==> src/rtl/alu_pkg.sv <==
// ---------------------------------------------------------------------------
// alu_pkg
// Shared definitions for the ALU issue stage:
//   - ALU opcode constants (4-bit) understood by the downstream execute ALU
//   - default datapath / register-index widths
//   - issue_entry_t: one decoded op as held in the issue queue
//   - snoop_entry(): applies a regfile writeback to an entry's stored
//     source data so queued ops never keep stale register values
// ---------------------------------------------------------------------------
package alu_pkg;

  localparam int DEF_XLEN = 32;
  localparam int DEF_REGW = 5;

  localparam logic [3:0] ALU_ADD = 4'd0;
  localparam logic [3:0] ALU_SUB = 4'd1;  // sub / slt
  localparam logic [3:0] ALU_SLL = 4'd2;
  localparam logic [3:0] ALU_XOR = 4'd3;
  localparam logic [3:0] ALU_SRL = 4'd4;
  localparam logic [3:0] ALU_SRA = 4'd5;
  localparam logic [3:0] ALU_OR  = 4'd6;
  localparam logic [3:0] ALU_AND = 4'd7;

  typedef struct packed {
    logic [3:0]          aluop;
    logic [DEF_REGW-1:0] rd;
    logic [DEF_REGW-1:0] rs1;
    logic [DEF_REGW-1:0] rs2;
    logic [DEF_XLEN-1:0] rs1_data;
    logic [DEF_XLEN-1:0] rs2_data;
    logic [DEF_XLEN-1:0] pc;
    logic [DEF_XLEN-1:0] imm;
    logic                src1_pc;
    logic                src2_imm;
  } issue_entry_t;

  // Register x0 is never written, so a writeback to index 0 is ignored.
  function automatic issue_entry_t snoop_entry(
    input issue_entry_t        e,
    input logic                wb_en,
    input logic [DEF_REGW-1:0] wb_rd,
    input logic [DEF_XLEN-1:0] wb_data
  );
    issue_entry_t r;
    r = e;
    if (wb_en && (wb_rd != '0)) begin
      if (e.rs1 == wb_rd) r.rs1_data = wb_data;
      if (e.rs2 == wb_rd) r.rs2_data = wb_data;
    end
    return r;
  endfunction

endpackage

==> src/rtl/issue_queue.sv <==
// ---------------------------------------------------------------------------
// issue_queue
// Small FIFO of decoded ALU ops with writeback snooping on every stored
// entry (and on the entry being written this cycle).
// Ports:
//   clk, rst        clock, synchronous active-high reset
//   flush           empties the queue (pointers and count to zero)
//   push/push_entry write an entry at the tail (caller gates with ready)
//   pop             advance the head (caller gates with !empty)
//   head            entry at the head of the queue
//   empty, ready    count==0, count<DEPTH (registered count only)
//   wb_en/wb_rd/wb_data  regfile writeback being snooped
// ---------------------------------------------------------------------------
module issue_queue
  import alu_pkg::*;
#(
  parameter int DEPTH = 2
) (
  input  logic                clk,
  input  logic                rst,
  input  logic                flush,
  input  logic                push,
  input  issue_entry_t        push_entry,
  input  logic                pop,
  output issue_entry_t        head,
  output logic                empty,
  output logic                ready,
  input  logic                wb_en,
  input  logic [DEF_REGW-1:0] wb_rd,
  input  logic [DEF_XLEN-1:0] wb_data
);

  localparam int PTRW = (DEPTH > 1) ? $clog2(DEPTH) : 1;
  localparam int CNTW = PTRW + 1;

  issue_entry_t    entry_reg [DEPTH];
  logic [PTRW-1:0] wr_ptr_reg;
  logic [PTRW-1:0] rd_ptr_reg;
  logic [CNTW-1:0] count_reg;

  // Storage carries no reset: count/pointers alone define what is valid.
  // Each slot either takes the new entry or re-snoops its own contents.
  always_ff @(posedge clk) begin
    for (int i = 0; i < DEPTH; i++) begin
      if (push && (wr_ptr_reg == PTRW'(i))) begin
        entry_reg[i] <= snoop_entry(push_entry, wb_en, wb_rd, wb_data);
      end else begin
        entry_reg[i] <= snoop_entry(entry_reg[i], wb_en, wb_rd, wb_data);
      end
    end
  end

  always_ff @(posedge clk) begin
    if (rst || flush) begin
      wr_ptr_reg <= '0;
      rd_ptr_reg <= '0;
      count_reg  <= '0;
    end else begin
      if (push) wr_ptr_reg <= wr_ptr_reg + 1'b1;
      if (pop)  rd_ptr_reg <= rd_ptr_reg + 1'b1;
      count_reg <= count_reg + CNTW'(push) - CNTW'(pop);
    end
  end

  assign head  = entry_reg[rd_ptr_reg];
  assign empty = (count_reg == '0);
  assign ready = (count_reg < CNTW'(DEPTH));

endmodule

==> src/rtl/alu_issue_stage.sv <==
// ---------------------------------------------------------------------------
// alu_issue_stage
// Issue stage in front of the execute ALU. Queues decoded ops, resolves
// operands (x0, ALU-result bypass, writeback forward, stored regfile data,
// pc/imm select), stalls the head one cycle on a back-to-back RAW hazard,
// and drives registered aluop/aluin1/aluin2 into the ALU.
// Ports:
//   clk, rst, flush                  clock, sync reset, pipeline flush
//   in_valid/in_ready + in_*         decoded op handshake and fields
//   alu_result                       ALU output (result of op issued last edge)
//   wb_en/wb_rd/wb_data              regfile writeback
//   aluop/aluin1/aluin2              registered op and operands to the ALU
//   ex_valid/ex_rd                   op in the ex registers is real / its dest
//   res_valid/res_rd                 alu_result is real / its dest
// ---------------------------------------------------------------------------
module alu_issue_stage
  import alu_pkg::*;
#(
  parameter int DEPTH = 2,
  parameter int XLEN  = DEF_XLEN,
  parameter int REGW  = DEF_REGW
) (
  input  logic            clk,
  input  logic            rst,
  input  logic            flush,
  input  logic            in_valid,
  output logic            in_ready,
  input  logic [3:0]      in_aluop,
  input  logic [REGW-1:0] in_rd,
  input  logic [REGW-1:0] in_rs1,
  input  logic [REGW-1:0] in_rs2,
  input  logic [XLEN-1:0] in_rs1_data,
  input  logic [XLEN-1:0] in_rs2_data,
  input  logic [XLEN-1:0] in_pc,
  input  logic [XLEN-1:0] in_imm,
  input  logic            in_src1_pc,
  input  logic            in_src2_imm,
  input  logic [XLEN-1:0] alu_result,
  input  logic            wb_en,
  input  logic [REGW-1:0] wb_rd,
  input  logic [XLEN-1:0] wb_data,
  output logic [3:0]      aluop,
  output logic [XLEN-1:0] aluin1,
  output logic [XLEN-1:0] aluin2,
  output logic            ex_valid,
  output logic [REGW-1:0] ex_rd,
  output logic            res_valid,
  output logic [REGW-1:0] res_rd
);

  issue_entry_t push_entry;
  issue_entry_t head;
  logic         q_empty;
  logic         q_ready;
  logic         push;
  logic         hazard;
  logic         issue;
  logic [XLEN-1:0] op1_next;
  logic [XLEN-1:0] op2_next;

  logic [3:0]      aluop_reg;
  logic [XLEN-1:0] aluin1_reg;
  logic [XLEN-1:0] aluin2_reg;
  logic            ex_valid_reg;
  logic [REGW-1:0] ex_rd_reg;
  logic            res_valid_reg;
  logic [REGW-1:0] res_rd_reg;

  always_comb begin
    push_entry          = '0;
    push_entry.aluop    = in_aluop;
    push_entry.rd       = in_rd;
    push_entry.rs1      = in_rs1;
    push_entry.rs2      = in_rs2;
    push_entry.rs1_data = in_rs1_data;
    push_entry.rs2_data = in_rs2_data;
    push_entry.pc       = in_pc;
    push_entry.imm      = in_imm;
    push_entry.src1_pc  = in_src1_pc;
    push_entry.src2_imm = in_src2_imm;
  end

  // A flush drops any op offered in the same cycle.
  assign push     = in_valid && q_ready && !flush;
  assign in_ready = q_ready;

  issue_queue #(
    .DEPTH (DEPTH)
  ) u_queue (
    .clk        (clk),
    .rst        (rst),
    .flush      (flush),
    .push       (push),
    .push_entry (push_entry),
    .pop        (issue),
    .head       (head),
    .empty      (q_empty),
    .ready      (q_ready),
    .wb_en      (wb_en),
    .wb_rd      (wb_rd),
    .wb_data    (wb_data)
  );

  // The op in ex produces its result only next cycle, so a consumer at the
  // head waits exactly one cycle and then picks it up via the alu_result
  // bypass. Operands replaced by pc/imm are not real dependencies.
  always_comb begin
    hazard = 1'b0;
    if (ex_valid_reg && (ex_rd_reg != '0)) begin
      if (!head.src1_pc  && (head.rs1 == ex_rd_reg)) hazard = 1'b1;
      if (!head.src2_imm && (head.rs2 == ex_rd_reg)) hazard = 1'b1;
    end
  end

  assign issue = !q_empty && !hazard && !flush;

  // Youngest value wins: in-flight ALU result, then this cycle's writeback,
  // then the (already snooped) data stored with the entry.
  always_comb begin
    op1_next = '0;
    if (head.src1_pc)                                  op1_next = head.pc;
    else if (head.rs1 == '0)                           op1_next = '0;
    else if (res_valid_reg && (res_rd_reg == head.rs1)) op1_next = alu_result;
    else if (wb_en && (wb_rd == head.rs1))             op1_next = wb_data;
    else                                               op1_next = head.rs1_data;
  end

  always_comb begin
    op2_next = '0;
    if (head.src2_imm)                                 op2_next = head.imm;
    else if (head.rs2 == '0)                           op2_next = '0;
    else if (res_valid_reg && (res_rd_reg == head.rs2)) op2_next = alu_result;
    else if (wb_en && (wb_rd == head.rs2))             op2_next = wb_data;
    else                                               op2_next = head.rs2_data;
  end

  // Ex data registers only load on issue; on bubbles and flushes they hold.
  always_ff @(posedge clk) begin
    if (rst) begin
      aluop_reg     <= '0;
      aluin1_reg    <= '0;
      aluin2_reg    <= '0;
      ex_valid_reg  <= 1'b0;
      ex_rd_reg     <= '0;
      res_valid_reg <= 1'b0;
      res_rd_reg    <= '0;
    end else begin
      res_valid_reg <= ex_valid_reg && !flush;
      res_rd_reg    <= ex_rd_reg;
      ex_valid_reg  <= issue;
      if (issue) begin
        aluop_reg  <= head.aluop;
        ex_rd_reg  <= head.rd;
        aluin1_reg <= op1_next;
        aluin2_reg <= op2_next;
      end
    end
  end

  assign aluop     = aluop_reg;
  assign aluin1    = aluin1_reg;
  assign aluin2    = aluin2_reg;
  assign ex_valid  = ex_valid_reg;
  assign ex_rd     = ex_rd_reg;
  assign res_valid = res_valid_reg;
  assign res_rd    = res_rd_reg;

endmodule

==> config.mk <==
export PLATFORM = sky130hd
export DESIGN_NAME = alu_issue_stage
export DESIGN_NICKNAME = d
export VERILOG_FILES = /design/src/rtl/alu_pkg.sv /design/src/rtl/issue_queue.sv /design/src/rtl/alu_issue_stage.sv
export SDC_FILE = /design/constraint.sdc
export NUM_CORES = 1
export LEC_CHECK = 0
export BUFFER_PORTS_ARGS = -buffer_cell sky130_fd_sc_hd__clkbuf_2
export CORE_MARGIN = 1.5
export CORE_UTILIZATION = 57
export CTS_CLUSTER_DIAMETER = 150
export CTS_CLUSTER_SIZE = 12
export DETAILED_ROUTE_END_ITERATION = 6
export GPL_TIMING_DRIVEN = 0
export PLACE_DENSITY = 0.81
export SLEW_MARGIN = 25
export SYNTH_ARGS = -nofsm -noshare
export SYNTH_HDL_FRONTEND = slang
export SYNTH_SLANG_ARGS = --single-unit
==> constraint.sdc <==
create_clock -name clk -period 6.6 [get_ports clk]
set_input_delay 0.33 -clock clk [delete_from_list [all_inputs] [get_ports clk]]
set_output_delay 0.33 -clock clk [all_outputs]
set_load 0.05 [all_outputs]
Yosys cells after proc, flatten, opt, wreduce, memory -nomap -nowiden
Memory sizes are Yosys's and may differ from the RTL's. A register that Yosys moved wholly into a read port is not among the register bits.
Index checks and enable logic that the tools add are counted.
Widths: inputs -> output; s select.
- bits in registers: 84
- RAM bits: 298
- input port bits: 223
- output and inout bits: 81
- word-level logic and storage cells: 91
- memories kept: 1
- add/subtract/negate cells: 4
- order comparisons: 1
- equality and inequality tests: 12
- mux-type cells: 34
- bitwise operators: 3
- reductions and logical operators: 26
- memory list (memory ; words ; width ; read ports ; clocked after memory_dff ; wr ports ; line ; RTL):
    u_queue.entry_reg ; 2 ; 149 ; 3 ; 1 ; 2 ; issue_queue.sv:36 ; issue_entry_t entry_reg [DEPTH];
- operators by type and width (cell ; number):
    $mux 32 ; 14
    $mux 64 ; 7
    $mux 149 ; 2
    $eq 5x5->1 ; 12
    $logic_and 1x1->1 ; 15
    $mux 1 ; 11
    $logic_not 5->1 ; 2
    $reduce_bool 5->1 ; 2
    $logic_not 1->1 ; 5
    $add 1x1->1 const B ; 2
    $add 2x1->2 ; 1
    $logic_not 2->1 ; 1
    $lt 2x2->1 const B ; 1
    $or 1x1->1 ; 2
    $sub 2x1->2 ; 1
    $logic_or 1x1->1 ; 1
    $not 1->1 ; 1

Longest topological paths before layout
- depth after elaboration: 10
- mapped depth: 16
- depth with buffers taken out: 12

Hierarchy
From an unflattened synthesis, not the netlist that was laid out.
- cells, all modules: 1490
- area, all modules: 19389.8 um^2
- by module, submodules not included (module ; instances ; cells an instance ; area each (um^2)):
    issue_queue ; 1 ; 682 ; 13191.4
    alu_issue_stage ; 1 ; 808 ; 6198.4

Least setup slack after synthesis
OpenSTA, ideal clock, no wires.
- path kind: input-to-reg
- start: input wb_rd[1]
- end: memory u_queue.entry_reg[1][100] (netlist bit) (enable)
- library setup time: 0.511 ns
- data arrival time: 4.430 ns
- required time: 6.089 ns
- setup slack: 1.659 ns
- stages: 4
- buffers on the path: 1
- path through: clkbuf_1 > or4_1 > o21ai_1 > o41ai_1
- RTL lines (element ; line ; RTL):
    start: declaration ; alu_issue_stage.sv:40 ; input logic [REGW-1:0] wb_rd,
    end: declaration ; issue_queue.sv:36 ;

==> summary.md <==
| Metric | Value |
|---|---|
| Lkg Pwr | 7.728 nW |
| IO Port Bufs | roughly 300 |
| Placed cell count | 2034 |
| Critical path's largest stage delay | 490 ps |
| Worst r2r path cells | 16 |
| Setup TNS | 0 ps |
| Drt first pass iters | 5 |
| Tightest Pin Transition | 1043 ps |
| Worst slack, placed | 2706 ps |
| FF+latch area | 10650 um2 |
| Core box area | 30510 um2 |
| Root buffer cell | clkbuf_16 |
| Slew HR | a little under a third |
| CP arrival | 4100 ps |
| Die Area | 32030 um2 |
| Worst-skew pair later-pin latency | 530 ps |
| #FFs+latches synth | 383 |
| F_max | 0.2697 GHz |
| DR WL/cell | around 25 um |
| Hold depth | 1 |
| CP required | 6990 ps |
| Slowest library cell on the worst path | nor4_1 |
| Violated checks | negative hold slack |
| Synth Area in XOR/XNOR | 3.077% |
| First-pass GRT wire length | 77420 um |
| RSZ-0062 raised after global routing | no |
| Largest net degree at the start of global routing | 55 |
| Crit path time final | 3708 ps |
| Period utilisation layout | 56.18% |
| Worst R2R Setup Slack | 2890 ps |
| Worst min path class | input pin to flip-flop |
| Synth cell types | 53 |
| Drt first-iter violations | 1489 |
| MaxCap Viol Count | 0 |
| Fin nets | slightly below 2000 |
| Mapped Area | 17650 um2 |
| CTS Buffer Depth | 3 |
| Simple-gate share of the synthesized area | 6.380% |
| H-Tree Level Count | 2 |
| Worst setup margin | between 2000 and 3000 ps |
| Multi-input logic area | 6536 um2 |
| R2r endpoint | u_queue.count_reg[1] |
| Max Clock Skew | about 15 ps |
| Syn. warnings | 0 |
| Min-delay src | in_pc[10] |
| Post-synthesis compound-gate area fraction | between 10% and 20% |
| Post-Synth Adder-Cell Area | 0.1418% |
| # fillers | 2101 |
| Max reg flops | 298 |
| Placed inst area | between 15000 and 20000 um2 |
| Starting Density | 57.85% |
| CTS Sinks | 383 |
| Vias in the first global route | 13060 |
| Syn Inst Count | 1328 |
| Routed Antenna Nets | 0 |
| CP Launch Type | flip-flop |
| Antenna violations before repair | 26 |
| Chip Width | 179.0 um |
| Largest fanout on the critical path | 10 |
| Post_cts resized | 0 |
| Slew Limit Fails | 0 |
| P&R area growth vs syn | 21.97% |
| Gr usage total | between 30% and 40% |
| Critical path class | flip-flop to flip-flop |
| Avg Cell Area, Syn | ~13 um2 |
| Post-layout util | 70.56% |
| Reg clk slew, reported paths | roughly 60 ps |
| Mux contribution to synthesized area | between 10% and 20% |
| Mean number of vias per cell | 6.235 |
| Asr flop ratio synth | 0% |
| Final HPWL DP | a little under 40000 um |
| Largest family of logic cells by synthesized area | multiplexers |
| Share of layout cells above drive strength 1 | 30.82% |
| CTS tree | yes |
| Die height | 179.0 um |
| Vias post-DR | 13510 |
| Worst hold slack | -1.603 ps |
| Post-synth EDFFs | 298 |
| Main synth FF type | edfxtp_1 |
| Grt ovf | 0 |
| Routed WL | 53540 um |
| # setup viols final | 0 |
| Synth Net Count | 1553 |
| GPL Wtd Cong | 0.9252 |
| Status | complete, but fails checks |
| Row Count | 64 |
| CP Capture Type | flip-flop |
| WHS Endpoint | u_queue.entry_reg[1][44] |
| Boundary Pins | 304 |
| CTS buffer count | 37 |
| # DRC | 0 |
| Power Density | about 250 nW/um2 |
| Peak VDD IR | 0.1745 mV |
| Final cell count without fillers | about 2200 |
| CP Cell Sequence | buf_4, buf_6, mux2i_4, xor2_1, nand4_1, nor4_1, or2_1, buf_4, inv_2, buf_2, ha_1, inv_1, ha_1, xnor2_1, xnor2_1, nor3_1 |
| Final instance area | 21530 um2 |
| Seq/Total Area, Yosys | 60.34% |
| Final hold vios | 4 |
==> cell families (layout without fill, tap and decap cells) <==
| logic type | count (synthesis) | after routing |
|---|---|---|
| flops | 383 | 383 |
| compound gates | 310 | 310 |
| mux | 241 | 241 |
| simple gates | 222 | 222 |
| buf+inv | 108 | 532 |
| xor+xnor | 62 | 62 |
| fa+ha+maj | 2 | 2 |
| other cells | 0 | 18 |
==> layout by cell type, fill, tap and decap left out, drive strengths merged, types with 43 or more instances in the layout <==
master	netlist	final
mux2	159	159
dlygate4sd3	0	51
o21ai	110	110
buf	48	61
edfxtp	298	298
clkbuf	53	412
nor3	43	43
mux2i	82	82
dfxtp	85	85
nand2	71	71
==> synth_stat cells, types with 3 or more instances <==
master	n	share of area [%]
xnor2_1	36	1.8
nor2b_1	38	1.3
o2bb2ai_1	31	1.5
a22oi_1	32	1.4
and3_1	12	0.43
edfxtp_1	298	51
clkbuf_1	53	1.1
mux2_1	35	2.2
a2bb2oi_1	5	0.25
mux2i_4	4	0.51
nor3b_1	3	0.13
xor2_1	26	1.3
nor3_1	41	1.2
o211ai_1	24	1.0
nand2_1	71	1.5
a21oi_1	25	0.71
o31ai_1	5	0.21
buf_6	5	0.32
buf_4	6	0.26
inv_1	6	0.13
nand4_1	3	0.11
mux2_2	124	7.9
mux2i_1	74	4.2
or4_1	4	0.17
nor2_1	20	0.43
nor4_1	7	0.25
buf_2	35	0.99
a211oi_1	37	1.6
o21ai_0	108	3.1
nand2b_1	4	0.14
dfxtp_1	85	9.6
a311o_1	21	1.2
nand3_1	9	0.26
mux2i_2	4	0.31
a211o_1	12	0.60
==> final cells by class <==
cell class / instances / share of cell area [%]
Inverter: 7 / 0.1686
Clock buffer: 62 / 4.935
Buffer: 101 / 2.244
Clock inverter: 1 / 0.04069
Antenna cell: 18 / 0.2092
Tap cell: 396 / 2.302
Timing Repair Buffer: 361 / 10.26
Sequential cell: 383 / 49.47
Multi-Input combinational cell: 837 / 30.36
==> critical path: cells and delay by family (launching register included) <==
family,cells,cell delay (ps)
xor+xnor,3,600
fa+ha+maj,2,480
buf+inv,6,970
flops,1,320
mux,1,340
simple gates,4,850
==> report_power, final <==
part / total [mW] / switching (mW) / internal (mW)
Sequential: 2.73 / 0.0351 / 2.70
Combinational: 0.599 / 0.359 / 0.240
Clock: 1.97 / 0.875 / 1.09
==> stage by stage <==
stage | hold slack, ps | total power [mW]
after floorplan | 413.6 | 3.110
after global placement | 478.3 | 3.314
after detailed placement | 487.0 | 3.341
after CTS | 0.3108 | 5.284
after global routing | 0.2148 | 5.438
final | -1.603 | 5.298
==> per-layer routing <==
layer | GRT usage [%] | share of wire [%]
met5 | 0 | 0.11
met4 | 16.42 | 4.9
met3 | 7.803 | 12
met2 | 51.34 | 46
met1 | 43.12 | 38
==> repair_timing <==
action                     4_1_cts  5_1_grt
buffers inserted                 0        0
hold buffers                    47        4
setup endpoints to repair        0        0
hold endpoints to repair        92        6
==> how the worst max path moves through the flow <==
stage	start	endpoint	slack, ps	cells after the start
after CTS	flip-flop	u_queue.count_reg[1]	3010	16
after detailed placement	wb_rd[1]	u_queue.entry_reg[1][90]	2710	7
after global placement	wb_rd[1]	u_queue.entry_reg[1][108]	-1030	4
final	flip-flop	u_queue.count_reg[1]	2890	16
after global routing	flip-flop	u_queue.count_reg[1]	2680	16
after floorplan	wb_rd[1]	u_queue.entry_reg[1][100]	1660	4
Power figures use the tool's default switching activity.
